[src/rtl/gambit_dispatch_pkg.sv]
// gambit_dispatch_pkg: class-flag struct, dispatch FSM states and barrier mask for gambit_dispatch_ctrl
package gambit_dispatch_pkg;
  typedef struct packed {
    logic alu;
    logic alu0;
    logic fpu;
    logic fpu0;
    logic mem;
    logic fc;
    logic sync;
    logic fsync;
    logic memsb;
    logic memdb;
  } dispatch_cls_t;
  typedef enum logic {RUN, BWAIT} dispatch_state_e;
  localparam logic [9:0] BARRIER_MASK = 10'b00_0000_1111;
endpackage

[src/rtl/gambit_dispatch_fifo.sv]
// gambit_dispatch_fifo: DEPTH x W FIFO with flush; ports clk/rst_n, flush, wr_en/wr_data, rd_en/rd_data (head, combinational), full/empty
module gambit_dispatch_fifo #(
  parameter int DEPTH = 4,
  parameter int W = 16
) (
  input  logic         clk,
  input  logic         rst_n,
  input  logic         flush,
  input  logic         wr_en,
  input  logic [W-1:0] wr_data,
  input  logic         rd_en,
  output logic [W-1:0] rd_data,
  output logic         full,
  output logic         empty
);
  localparam int AW = $clog2(DEPTH);
  logic [W-1:0] mem [DEPTH];
  logic [AW:0] wp, rp;
  logic we, re;
  assign re = rd_en && !empty;
  assign we = wr_en && (!full || re);
  assign full = (wp ^ rp) == {1'b1, {AW{1'b0}}};
  assign empty = wp == rp;
  assign rd_data = mem[rp[AW-1:0]];
  always_ff @(posedge clk)
    if (we) mem[wp[AW-1:0]] <= wr_data;
  always_ff @(posedge clk or negedge rst_n)
    if (!rst_n) begin
      wp <= '0;
      rp <= '0;
    end else if (flush) begin
      wp <= '0;
      rp <= '0;
    end else begin
      if (we) wp <= wp + (AW+1)'(1);
      if (re) rp <= rp + (AW+1)'(1);
    end
endmodule

[src/rtl/gambit_dispatch_ctrl.sv]
// gambit_dispatch_ctrl: in-order one-per-cycle dispatch of decoded class flags to ALU0/ALU1/FPU/MEM/FC with in-flight counters and barriers
// Ports: clk_i, rst_ni (async low), flush_i; decode side dec_valid_i/dec_ready_o/dec_cls_i/dec_tag_i;
// per unit <u>_valid_o/<u>_ready_i/<u>_tag_o; completions int_done_i/fp_done_i/mem_done_i; busy_o.
// Macro GAMBIT_DUAL_ALU_EN enables the ALU1 port; otherwise every ALU op goes to ALU0.
module gambit_dispatch_ctrl
  import gambit_dispatch_pkg::*;
#(
  parameter int DEPTH = 4,
  parameter int TAGW = 6,
  parameter int CNTW = 4
) (
  input  logic            clk_i,
  input  logic            rst_ni,
  input  logic            flush_i,
  input  logic            dec_valid_i,
  output logic            dec_ready_o,
  input  logic [9:0]      dec_cls_i,
  input  logic [TAGW-1:0] dec_tag_i,
  output logic            alu0_valid_o,
  input  logic            alu0_ready_i,
  output logic [TAGW-1:0] alu0_tag_o,
  output logic            alu1_valid_o,
  input  logic            alu1_ready_i,
  output logic [TAGW-1:0] alu1_tag_o,
  output logic            fpu_valid_o,
  input  logic            fpu_ready_i,
  output logic [TAGW-1:0] fpu_tag_o,
  output logic            mem_valid_o,
  input  logic            mem_ready_i,
  output logic [TAGW-1:0] mem_tag_o,
  output logic            fc_valid_o,
  input  logic            fc_ready_i,
  output logic [TAGW-1:0] fc_tag_o,
  input  logic            int_done_i,
  input  logic            fp_done_i,
  input  logic            mem_done_i,
  output logic            busy_o
);
  localparam logic [CNTW-1:0] CMAX = '1;
  dispatch_state_e state;
  dispatch_cls_t h;
  logic [9+TAGW:0] h_word;
  logic [TAGW-1:0] h_tag;
  logic [CNTW-1:0] cnt_int, cnt_fp, cnt_mem;
  logic full, empty, hv, deq, is_bar, is_int, is_fp, is_mem, is_fc, nop, stall, go, bar_ok, sel_alu1;
  logic hs_int, hs_fp, hs_mem;
  function automatic logic [CNTW-1:0] nxt(input logic [CNTW-1:0] c, input logic inc, input logic dn);
    return c + CNTW'(inc) - CNTW'(dn && c != '0);
  endfunction
  gambit_dispatch_fifo #(.DEPTH(DEPTH), .W(10 + TAGW)) u_fifo (
    .clk(clk_i), .rst_n(rst_ni), .flush(flush_i),
    .wr_en(dec_valid_i && !full), .wr_data({dec_cls_i, dec_tag_i}),
    .rd_en(deq), .rd_data(h_word), .full(full), .empty(empty)
  );
  assign h = dispatch_cls_t'(h_word[9+TAGW -: 10]);
  assign h_tag = h_word[TAGW-1:0];
  assign hv = !empty;
  assign is_bar = |(h & BARRIER_MASK);
  // Route priority when several op bits are set: ALU, then FPU, MEM, FC
  assign is_int = h.alu0 | h.alu;
  assign is_fp = !is_int && (h.fpu | h.fpu0);
  assign is_mem = !is_int && !is_fp && h.mem;
  assign is_fc = !is_int && !is_fp && !is_mem && h.fc;
  assign nop = !(is_int | is_fp | is_mem | is_fc);
  // A saturated domain stalls unless a completion frees a slot this same cycle
  assign stall = (is_int | is_fc) ? (cnt_int == CMAX && !int_done_i) :
                 is_fp ? (cnt_fp == CMAX && !fp_done_i) :
                 is_mem ? (cnt_mem == CMAX && !mem_done_i) : 1'b0;
  assign go = hv && state == RUN && !is_bar && !stall;
`ifdef GAMBIT_DUAL_ALU_EN
  // Plain ALU ops prefer ALU1 and fall back to ALU0 only when ALU0 can take them
  assign sel_alu1 = h.alu && !h.alu0 && (alu1_ready_i || !alu0_ready_i);
`else
  assign sel_alu1 = 1'b0;
`endif
  assign alu0_valid_o = go && is_int && !sel_alu1;
  assign alu1_valid_o = go && is_int && sel_alu1;
  assign fpu_valid_o = go && is_fp;
  assign mem_valid_o = go && is_mem;
  assign fc_valid_o = go && is_fc;
  assign alu0_tag_o = alu0_valid_o ? h_tag : '0;
  assign alu1_tag_o = alu1_valid_o ? h_tag : '0;
  assign fpu_tag_o = fpu_valid_o ? h_tag : '0;
  assign mem_tag_o = mem_valid_o ? h_tag : '0;
  assign fc_tag_o = fc_valid_o ? h_tag : '0;
  assign hs_int = (alu0_valid_o && alu0_ready_i) || (alu1_valid_o && alu1_ready_i) || (fc_valid_o && fc_ready_i);
  assign hs_fp = fpu_valid_o && fpu_ready_i;
  assign hs_mem = mem_valid_o && mem_ready_i;
  assign bar_ok = (!h.sync || (cnt_int == '0 && cnt_fp == '0 && cnt_mem == '0)) &&
                  (!h.fsync || cnt_fp == '0) && (!(h.memsb || h.memdb) || cnt_mem == '0);
  assign deq = hv && (state == RUN ? go && (nop || hs_int || hs_fp || hs_mem) : bar_ok);
  assign dec_ready_o = !full;
  assign busy_o = hv || cnt_int != '0 || cnt_fp != '0 || cnt_mem != '0;
  always_ff @(posedge clk_i or negedge rst_ni)
    if (!rst_ni) begin
      state <= RUN;
      cnt_int <= '0;
      cnt_fp <= '0;
      cnt_mem <= '0;
    end else begin
      cnt_int <= nxt(cnt_int, hs_int, int_done_i);
      cnt_fp <= nxt(cnt_fp, hs_fp, fp_done_i);
      cnt_mem <= nxt(cnt_mem, hs_mem, mem_done_i);
      state <= flush_i ? RUN : state == RUN ? ((hv && is_bar) ? BWAIT : RUN) : (bar_ok ? RUN : BWAIT);
    end
endmodule

[config.mk]
export PLATFORM = sky130hd
export DESIGN_NAME = gambit_dispatch_ctrl
export DESIGN_NICKNAME = d
export VERILOG_FILES = /design/src/rtl/gambit_dispatch_pkg.sv /design/src/rtl/gambit_dispatch_fifo.sv /design/src/rtl/gambit_dispatch_ctrl.sv
export SDC_FILE = /design/constraint.sdc
export NUM_CORES = 1
export LEC_CHECK = 0
export ABC_AREA = 1
export BUFFER_PORTS_ARGS = -buffer_cell sky130_fd_sc_hd__clkbuf_2
export CAP_MARGIN = 10
export CELL_PAD_IN_SITES_DETAIL_PLACEMENT = 0
export CELL_PAD_IN_SITES_GLOBAL_PLACEMENT = 1
export CORE_MARGIN = 2
export CORE_UTILIZATION = 44
export DETAILED_ROUTE_END_ITERATION = 7
export PLACE_DENSITY = 0.79
export SLEW_MARGIN = 25
export SYNTH_ARGS = -nofsm -noshare
export SYNTH_HDL_FRONTEND = slang
export SYNTH_SLANG_ARGS = --single-unit
[constraint.sdc]
create_clock -name clk_i -period 3.5 [get_ports clk_i]
set_input_delay 0.525 -clock clk_i [delete_from_list [all_inputs] [get_ports clk_i]]
set_output_delay 0.525 -clock clk_i [all_outputs]
set_load 0.01 [all_outputs]
==> After elaboration in Yosys (flattened, before gate mapping) <==
Memory sizes are Yosys's and may differ from the RTL's.
Cells that the tools add are included.
{ "op_classes": {"add_sub_neg": 8, "reduce_logical": 67, "magnitude_cmp": 0, "multipliers": 0, "mux": 18, "n_shift": 0, "bitwise": 8, "eq_ne": 5, "div_mod_pow": 0} }
{ "ops": {"columns": ["op", "n"], "rows": [
  ["logical AND 1 bit", 32],
  ["two-way mux 6 bit", 4],
  ["zero test 1 bit", 14],
  ["adder 4 x 1 -> 4 bit", 3],
  ["equality test 4 bit, second input constant", 3],
  ["zero test 4 bit", 3],
  ["logical OR 1 bit", 12],
  ["two-way mux 3 bit", 4],
  ["nonzero test 4 bit", 3],
  ["subtractor 4 x 1 -> 4 bit", 3],
  ["two-way mux 1 bit", 10],
  ["adder 3 x 1 -> 3 bit, second input constant", 2],
  ["bitwise OR 1 bit", 6],
  ["nonzero test 2 bit", 2],
  ["OR reduction 4 bit", 1],
  ["equality test 3 bit", 1],
  ["equality test 3 bit, second input constant", 1],
  ["bitwise XOR 3 bit", 1],
  ["inverter 1 bit", 1]
]} }
{ "totals": {"ramBits": 64, "input_bits": 28, "mem_count": 1, "latch_bits": 0, "mem_bits_ro": 0, "ff_bits": 19, "word_cells": 113, "output_inout_bits": 37} }
{ "mem_list": {"columns": ["name", "depth", "word_bits", "read_ports", "rd_ports_with_merged_regs", "wr", "line_no", "source"], "rows": [
  ["u_fifo.mem", 4, 16, 1, 0, 1, "gambit_dispatch_fifo.sv:17", "logic [W-1:0] mem [DEPTH];"]
]} }

==> Longest topological paths before layout <==
Gate-level depths: netlist of the first run.
An unclocked memory read counts as a cell.
{ "depth": {"depth_word": 28, "depth_mapped": 20, "mapped_depth_nobuf": 18} }

==> Cells and area by module <==
From an unflattened synthesis of the first run, not the netlist that was laid out.
{ "unflattened": {"hier_cells": 398, "area_unflattened_um2": 4147.7} }
{ "modules_own_cells": {"columns": ["mod", "instances", "seq_area_each_um2", "cells_each", "area_per_inst_um2"], "rows": [
  ["gambit_dispatch_fifo", 1, 2072.0, 217, 2857.7],
  ["gambit_dispatch_ctrl", 1, 325.3, 181, 1290.0]
]} }

==> Least setup slack after synthesis of the first run <==
OpenSTA, ideal clock, no wires.
{ "synth_timing": {"path_kind": "register -> register", "startpoint": "register u_fifo.rp[0]", "endpoint": "register cnt_mem[2]", "path_buffers": 2, "setup_ns": 0.124, "synth_period_minus_slack_ns": 2.685, "arrival_ns": 2.561, "setup_slack_ns": 0.815, "path_stages_with_launch": 18, "required_ns": 3.376, "path_cell_list": "dfrtp_1 > buf_6 > buf_2 > nand2_1 > nand3_1 > nand2_1 > nand3_1 > nor2_2 > nand2_2 > nor2_4 > nand3b_4 > nor2_4 > inv_1 > ha_1 > inv_1 > ha_1 > fa_1 > xor2_1"} }
{ "synth_between": {"elab_chain_len": 18, "word_cells_on_any_way": 27, "classes_between": "add/sub: 2; eq/ne: 1; mux: 3; bitwise: 3; reduce/logical: 17; memory: 1"} }
{ "synth_lines": {"columns": ["element", "line_no", "source"], "rows": [
  ["from (decl)", "gambit_dispatch_fifo.sv:18", "logic [AW:0] wp, rp;"],
  ["from (signal assigned)", "gambit_dispatch_fifo.sv:36", "if (re) rp <= rp + (AW+1)'(1);"],
  ["memory (4 x 16 bit)", null, null],
  ["bitwise OR 1 bit", "gambit_dispatch_ctrl.sv:60", "assign is_int = h.alu0 | h.alu;"],
  ["zero test 1 bit", "gambit_dispatch_ctrl.sv:61, gambit_dispatch_ctrl.sv:62, gambit_dispatch_ctrl.sv:63", null],
  ["logical AND 1 bit", "gambit_dispatch_ctrl.sv:61", "assign is_fp = !is_int && (h.fpu | h.fpu0);"],
  ["zero test 1 bit", "gambit_dispatch_ctrl.sv:62, gambit_dispatch_ctrl.sv:63", null],
  ["logical AND 1 bit", "gambit_dispatch_ctrl.sv:62, gambit_dispatch_ctrl.sv:63", null],
  ["logical AND 1 bit", "gambit_dispatch_ctrl.sv:62", "assign is_mem = !is_int && !is_fp && h.mem;"],
  ["zero test 1 bit", "gambit_dispatch_ctrl.sv:63", "assign is_fc = !is_int && !is_fp && !is_mem && h.fc;"],
  ["logical AND 1 bit (2 in a row)", "gambit_dispatch_ctrl.sv:63", null],
  ["bitwise OR 1 bit", "gambit_dispatch_ctrl.sv:66", "assign stall = (is_int | is_fc) ? (cnt_int == CMAX && !int_done_i) :"],
  ["two-way mux 1 bit", "gambit_dispatch_ctrl.sv:66", null],
  ["zero test 1 bit", "gambit_dispatch_ctrl.sv:69", "assign go = hv && state == RUN && !is_bar && !stall;"],
  ["logical AND 1 bit", "gambit_dispatch_ctrl.sv:69", null],
  ["logical AND 1 bit *", "gambit_dispatch_ctrl.sv:79", "assign mem_valid_o = go && is_mem;"],
  ["logical AND 1 bit *", "gambit_dispatch_ctrl.sv:88", "assign hs_mem = mem_valid_o && mem_ready_i;"],
  ["adder 4 x 1 -> 4 bit *", "gambit_dispatch_ctrl.sv:48", "return c + CNTW'(inc) - CNTW'(dn && c != '0);"],
  ["subtractor 4 x 1 -> 4 bit *", "gambit_dispatch_ctrl.sv:48", null],
  ["to (signal assigned)", "gambit_dispatch_ctrl.sv:103", "cnt_mem <= nxt(cnt_mem, hs_mem, mem_done_i);"],
  ["to (decl)", "gambit_dispatch_ctrl.sv:44", "logic [CNTW-1:0] cnt_int, cnt_fp, cnt_mem;"]
]} }
Mark *: on every way between the ends. The rest lies on a longest branch, timed or not.
A chain may end at the register's enable or synchronous reset.

==> Final worst setup path of the first run <==
{ "layout_timing": {"startpoint": "register u_fifo.rp[0]", "endpoint": "output port alu0_tag_o[4]"} }
{ "layout_between": {"elab_chain_len": 16, "word_cells_on_any_way": 25, "classes_between": "eq/ne: 1; mux: 4; bitwise: 3; reduce/logical: 16; memory: 1"} }
{ "layout_lines": {"columns": ["element", "line_no", "source"], "rows": [
  ["memory (4 x 16 bit)", null, null],
  ["bitwise OR 1 bit", "gambit_dispatch_ctrl.sv:60", null],
  ["zero test 1 bit", "gambit_dispatch_ctrl.sv:61, gambit_dispatch_ctrl.sv:62, gambit_dispatch_ctrl.sv:63", null],
  ["logical AND 1 bit", "gambit_dispatch_ctrl.sv:61", null],
  ["zero test 1 bit", "gambit_dispatch_ctrl.sv:62, gambit_dispatch_ctrl.sv:63", null],
  ["logical AND 1 bit", "gambit_dispatch_ctrl.sv:62, gambit_dispatch_ctrl.sv:63", null],
  ["logical AND 1 bit", "gambit_dispatch_ctrl.sv:62", null],
  ["zero test 1 bit", "gambit_dispatch_ctrl.sv:63", null],
  ["logical AND 1 bit (2 in a row)", "gambit_dispatch_ctrl.sv:63", null],
  ["bitwise OR 1 bit", "gambit_dispatch_ctrl.sv:66", null],
  ["two-way mux 1 bit", "gambit_dispatch_ctrl.sv:66", null],
  ["zero test 1 bit", "gambit_dispatch_ctrl.sv:69", null],
  ["logical AND 1 bit", "gambit_dispatch_ctrl.sv:69", null],
  ["logical AND 1 bit", null, null],
  ["two-way mux 6 bit *", "gambit_dispatch_ctrl.sv:81", "assign alu0_tag_o = alu0_valid_o ? h_tag : '0;"],
  ["to (decl)", "gambit_dispatch_ctrl.sv:21", "output logic [TAGW-1:0] alu0_tag_o,"]
]} }
Marked as above.

==> flow_summary_export.csv, run 1 <==
group,metric,value,unit
status,status,"finished clean",
grt,antenna_found_initial,0,
place,port_buffers,56,
layout,final_cell_mix,"nand2_1, edfxtp_1, nor2_1, clkbuf_2, inv_1",
route,dr_total_vias,2754,
timing,max_freq,329,MHz
power_and_ir_drop,power.switching,0.744,mW
clock_network,cts-root-buf,"clkbuf_8",
timing,skew,8.42,ps
timing,worst_pin_slew,518,ps
synth,ys_seq_elements,83,
timing,tns,0,ps
synth,yosysWarnings,0,
place,dpl.cell_count,544,
route,via_per_inst,4.92,
route,drt_iter0_markers,127,
synth,netlist_area,4060,um2
power_and_ir_drop,swShare,28.9,%
synth,synth_cell_types,39,
synth,synth.largest_area_cell,"edfxtp_1",
setup_path,crit_type,"register to primary output",
floorplan,start_util,44.6,%
layout,regArea,2400,um2
route,drt-total-wl,7830,um
setup_path,reg2reg_slack,530,ps
setup_path,cpMaxStageDelayCell,"dfrtp_1",
timing,setup_viol,0,
worst_hold_path,hp-class,"input pin to asynchronous set/reset pin",
setup_path,worstPathRequired,2970,ps
floorplan,die_area,10000,um2
layout,n_antenna_cell,0,
timing,period_needed,3040,ps
setup_path,crit_top_cell,"nand2_1",
clock_network,cts_buffers,9,
route,ant_nets,0,
clock_network,path_clk_slew,90,ps
clock_network,ctsHoldBuffers,0,
power_and_ir_drop,p_leak,2.15,nW
floorplan,ios,65,
floorplan,die_height,100,um
timing,hold_violations,0,
setup_path,crit_family,"simple AND/OR/NAND/NOR gates",
floorplan,core_area,9110,um2
power_and_ir_drop,p_clk_share,30.3,%
power_and_ir_drop,comb_power_share,21.4,%
clock_network,cts_tree,"yes",
setup_path,cp.arrival,2510,ps
clock_network,cts_buffer_depth,2,
power_and_ir_drop,cellPowerDensity,551,nW/um2
setup_path,critPathCaptureType,"primary output",
timing,relSlewSlack,65.5,%
layout,drive_gt1_share,20.9,%
clock_network,insertion_delay,350,ps
grt,grt.overflow.total,0,
layout,utilization,51.4,%
clock_network,cts.repair.resized,0,
setup_path,cp-start-kind,"register",
setup_path,cp_num_buf_inv,3,
clock_network,post_cts_buffers,0,
place,hpwl,5530,um
synth,syn_inst,379,
power_and_ir_drop,seq_power_share,48.3,%
timing,rsz0062_at_grt,"no",
floorplan,die_w,100,um
layout,multiInputGateArea,1390,um2
synth,synth.avg_cell_area,10.7,um2
layout,fin_cells,560,
grt,grt_start_max_net_pins,33,
power_and_ir_drop,p_total,2.58,mW
grt,grt_pass1_vias,2604,
layout,fillCellCount,853,
setup_path,path_max_fanout,25,
timing,slew_violations,0,
synth,synth_top_area_share,47.3,%
setup_path,crit_path_max_incr_delay,400,ps
synth,synth_area_leaders,"edfxtp_1, dfrtp_1, ha_1",
power_and_ir_drop,p_int,1.83,mW
timing,worst_slack,461,ps
setup_path,path_cells,"buf_4 > nor2_1 > nand2_1 > nand3_1 > nand2_2 > a21oi_2 > nand2_1 > nand2_1 > nor2_4 > nand2_1 > nor2_1 > inv_1 > nor2_1 > clkbuf_2",
layout,synthToLayoutAreaGrowth,15.2,%
grt,grt_usage,16.7,%
place,place_ws,521,ps
route,firstDrtPassIters,4,
timing,period_share,86.8,%
synth,yosysSeqAreaShare,59.0,%
route,wl_per_cell,14.0,um
grt,grt_pass1_wl,12800,um
floorplan,row_count,35,
flow_run,maxCapViolCount,0,
place,gp_congestion,0.787,
clock_network,cts_sinks,83,
power_and_ir_drop,vdd_drop_max,355,uV
clock_network,htreeDepth,3,
route,drc,0,
layout,nets,498,
-- per-stage QoR --
| step | area, um2 | hold WS (ps) |
|---|---|---|
| final | 4680 | 134 |
| after global routing | 4680 | 169 |
| after CTS | 4680 | 143 |
| after detailed placement | 4450 | 476 |
| after global placement | 4450 | 468 |
| after floorplan | 4080 | 229 |
-- worst register-to-register path: stages, from the launching register on --
cell      delay, ps
dfrtp_1         400
buf_4           310
nor2_1           80
nand2_1          60
nand3_1          90
nand2_2         170
a21oi_2          80
nand2_1          70
nand2_1          80
nor2_4          160
nand3b_4        160
nor2_4          120
inv_1            50
ha_1            260
inv_1            40
ha_1            190
fa_1            380
xor2_1          170
-- kinds of logic after synthesis --
group	Yosys count	share of synthesized area (%)
AND/OR/NAND/NOR	165	18.3
flip-flops	83	59.0
buffers and inverters	64	7.24
AO/OA/AOI/OAI	32	5.08
adder cells (fa/ha/maj)	26	8.56
XOR/XNOR	8	1.73
other	1	0.0923
-- power by group through the flow --
stage	logic (mW)	clock network, mW	registers (mW)
finish	0.551	0.783	1.25
global route	0.648	0.831	1.26
CTS	0.565	0.802	1.25
detailed placement	0.561	0	1.27
global placement	0.532	0	1.27
floorplan	0.429	0	1.26
-- layout make-up --
type	instances	share of cell area (%)
Clock buffer	9	2.65
Inverter	49	3.98
Timing Repair Buffer	63	7.11
Clock inverter	7	2.30
Sequential cell	83	51.2
Multi-Input combinational cell	238	29.8
Tap cell	111	2.97
-- registers in the layout, indices dropped and copies added, names as in the netlist --
| signal | cells |
|---|---|
| u_fifo.wp | 3 |
| u_fifo.rp | 3 |
| cnt_int | 4 |
| cnt_mem | 4 |
| u_fifo.mem | 64 |
| state | 1 |
| cnt_fp | 4 |
-- final timing paths --
path / end / cells after the start / from
max: alu0_tag_o[4] / 14 / u_fifo.rp[0]$_DFFE_PN0P_
max in group asynchronous: cnt_fp[0]$_DFF_PN0_ / 1 / rst_ni
min in group clk_i: u_fifo.wp[1]$_DFFE_PN0P_ / 2 / flush_i
min reg2reg: u_fifo.wp[2]$_DFFE_PN0P_ / 1 / u_fifo.wp[2]$_DFFE_PN0P_
min: cnt_mem[2]$_DFF_PN0_ / 1 / rst_ni
max reg2reg: cnt_mem[2]$_DFF_PN0_ / 17 / u_fifo.rp[0]$_DFFE_PN0P_
-- layer usage --
layer  up-vias  routed length (um)  global-route usage (%)
met5         -                   0                       0
met4         0                 100                    5.06
met3         9                 267                    2.92
met2        50                3750                    27.2
met1      1315                3710                    23.2
li1       1380                   -                       -
-- cell usage after synthesis (all sizes together) --
library cell	count
a31oi	1
and2	1
o31ai	1
o21ai	7
nand2	69
a2111oi	1
edfxtp	64
or2	1
a211oi	1
a32o	6
o211ai	1
inv	48
clkinv	1
xnor2	3
xor2	5
clkbuf	2
nand4	9
nand2b	1
fa	3
nor2	60
nand3b	3
a21oi	14
dfrtp	19
nand3	21
ha	23
conb	1
buf	13
Note: power is estimated with default switching activity, not from simulation.
==> inputs of run 2 (changes only) <==
- CORE_UTILIZATION: 44 -> 25
- PLACE_DENSITY: 0.79 -> 0.5
==> flow_summary_export.csv, run 2 (synthesis results as in run 1) <==
group,metric,value,unit
clock_network,post_cts_buffers,0,
timing,skew,5.93,ps
grt,grt_pass1_wl,14600,um
clock_network,ctsHoldBuffers,0,
timing,tns,0,ps
worst_hold_path,hp-class,"input pin to asynchronous set/reset pin",
power_and_ir_drop,cellPowerDensity,544,nW/um2
grt,antenna_found_initial,0,
clock_network,path_clk_slew,60,ps
setup_path,cp-start-kind,"register",
clock_network,cts-root-buf,"clkbuf_16",
route,drc,0,
clock_network,cts_buffer_depth,2,
clock_network,cts_buffers,9,
setup_path,crit_path_max_incr_delay,390,ps
floorplan,row_count,46,
timing,period_share,86.8,%
timing,worst_slack,461,ps
clock_network,cts.repair.resized,0,
timing,period_needed,3040,ps
floorplan,die_w,131,um
clock_network,cts_tree,"yes",
layout,multiInputGateArea,1390,um2
grt,grt_pass1_vias,2702,
setup_path,path_max_fanout,25,
route,drt_iter0_markers,76,
route,via_per_inst,4.14,
route,ant_nets,0,
timing,slew_violations,0,
setup_path,worstPathRequired,2970,ps
timing,max_freq,329,MHz
timing,hold_violations,0,
layout,nets,498,
layout,drive_gt1_share,20.1,%
route,wl_per_cell,13.6,um
power_and_ir_drop,p_leak,2.16,nW
status,status,"finished clean",
layout,fillCellCount,1692,
floorplan,start_util,25.6,%
place,port_buffers,56,
place,hpwl,6360,um
grt,grt.overflow.total,0,
timing,setup_viol,0,
layout,n_antenna_cell,0,
layout,largest_reg_flops,64,
grt,grt_start_max_net_pins,33,
clock_network,htreeDepth,3,
power_and_ir_drop,vdd_drop_max,317,uV
timing,worst_pin_slew,542,ps
grt,grt_usage,11.1,%
setup_path,crit_type,"register to primary output",
setup_path,critPathCaptureType,"primary output",
setup_path,cp.arrival,2510,ps
route,firstDrtPassIters,4,
floorplan,core_area,15900,um2
timing,rsz0062_at_grt,"no",
layout,final_cell_mix,"nand2_1, edfxtp_1, nor2_1, clkbuf_2, inv_1",
floorplan,ios,65,
clock_network,insertion_delay,340,ps
layout,regArea,2400,um2
place,place_ws,494,ps
route,dr_total_vias,2743,
place,gp_congestion,0.708,
floorplan,die_height,131,um
layout,synthToLayoutAreaGrowth,19.1,%
floorplan,die_area,17300,um2
flow_run,maxCapViolCount,0,
route,drt-total-wl,9040,um
clock_network,cts_sinks,83,
timing,relSlewSlack,63.9,%
setup_path,path_cells,"buf_4 > nor2_1 > nand2_1 > nand3_1 > nand2_2 > nor2_4 > nand3_1 > nand2_1 > nor2_4 > nand2_1 > nor2_1 > inv_1 > nor2_1 > clkbuf_2",
setup_path,cpMaxStageDelayCell,"dfrtp_1",
run 2: cell types whose count changed in the layout (fill, tap and decap cells not counted), moves of 2 or more:
cell,before,now
clkbuf_8,9,0
clkinv_4,0,3
clkbuf_16,0,9
bufinv_16,2,0
inv_6,3,0
run 2: worst paths after layout:
kind                                           from                          to  slack [ps]  cells after the start
min                                          rst_ni         cnt_fp[3]$_DFF_PN0_         160                      1
max                        u_fifo.rp[0]$_DFFE_PN0P_               alu0_tag_o[0]         460                     14
min reg2reg                u_fifo.wp[2]$_DFFE_PN0P_    u_fifo.wp[2]$_DFFE_PN0P_         480                      1
max reg2reg                u_fifo.rp[0]$_DFFE_PN0P_        cnt_mem[2]$_DFF_PN0_         530                     17
max in group asynchronous                    rst_ni    u_fifo.wp[0]$_DFFE_PN0P_        2980                      1
min in group clk_i                     dec_tag_i[3]  u_fifo.mem[0][3]$_DFFE_PP_         410                      1
run 2: worst max-delay path: cells and delay by family (launching register included):
| kind | cells | cell delay [ps] |
|---|---|---|
| buffers and inverters | 3 | 610 |
| flip-flops | 1 | 390 |
| AND/OR/NAND/NOR | 11 | 1170 |
run 2: cell type report:
type,instances,share of cell area (%)
Tap cell,216,5.59
Sequential cell,83,49.5
Multi-Input combinational cell,238,28.8
Timing Repair Buffer,63,6.88
Inverter,49,3.85
Clock inverter,4,0.621
Clock buffer,10,4.73
run 2: report_power, final:
part           switching [mW]  leakage, nW  internal, mW
clock                   0.366        0.126         0.473
combinational           0.311         1.21         0.231
sequential             0.0625        0.822          1.19
run 2: layer usage:
metal / track usage, % / wire, um / part of all wire, % / up-vias
li1: - / - / - / 1379
met3: 3.51 / 319 / 3.5 / 12
met1: 14.0 / 4320 / 48 / 1307
met2: 18.2 / 4280 / 47 / 45
met4: 3.62 / 122 / 1.3 / 0
met5: 0 / 0 / 0 / -
run 2: stage by stage:
step	power, mW	utilization [%]	area, um2	instances	hold WS, ps
floorplan	1.69	-	4080	385	229
global placement	1.82	28.8	4580	649	467
detailed placement	1.83	28.8	4580	649	475
CTS	2.69	30.5	4840	663	176
global route	2.83	30.5	4840	663	204
finish	2.63	30.5	4840	663	161
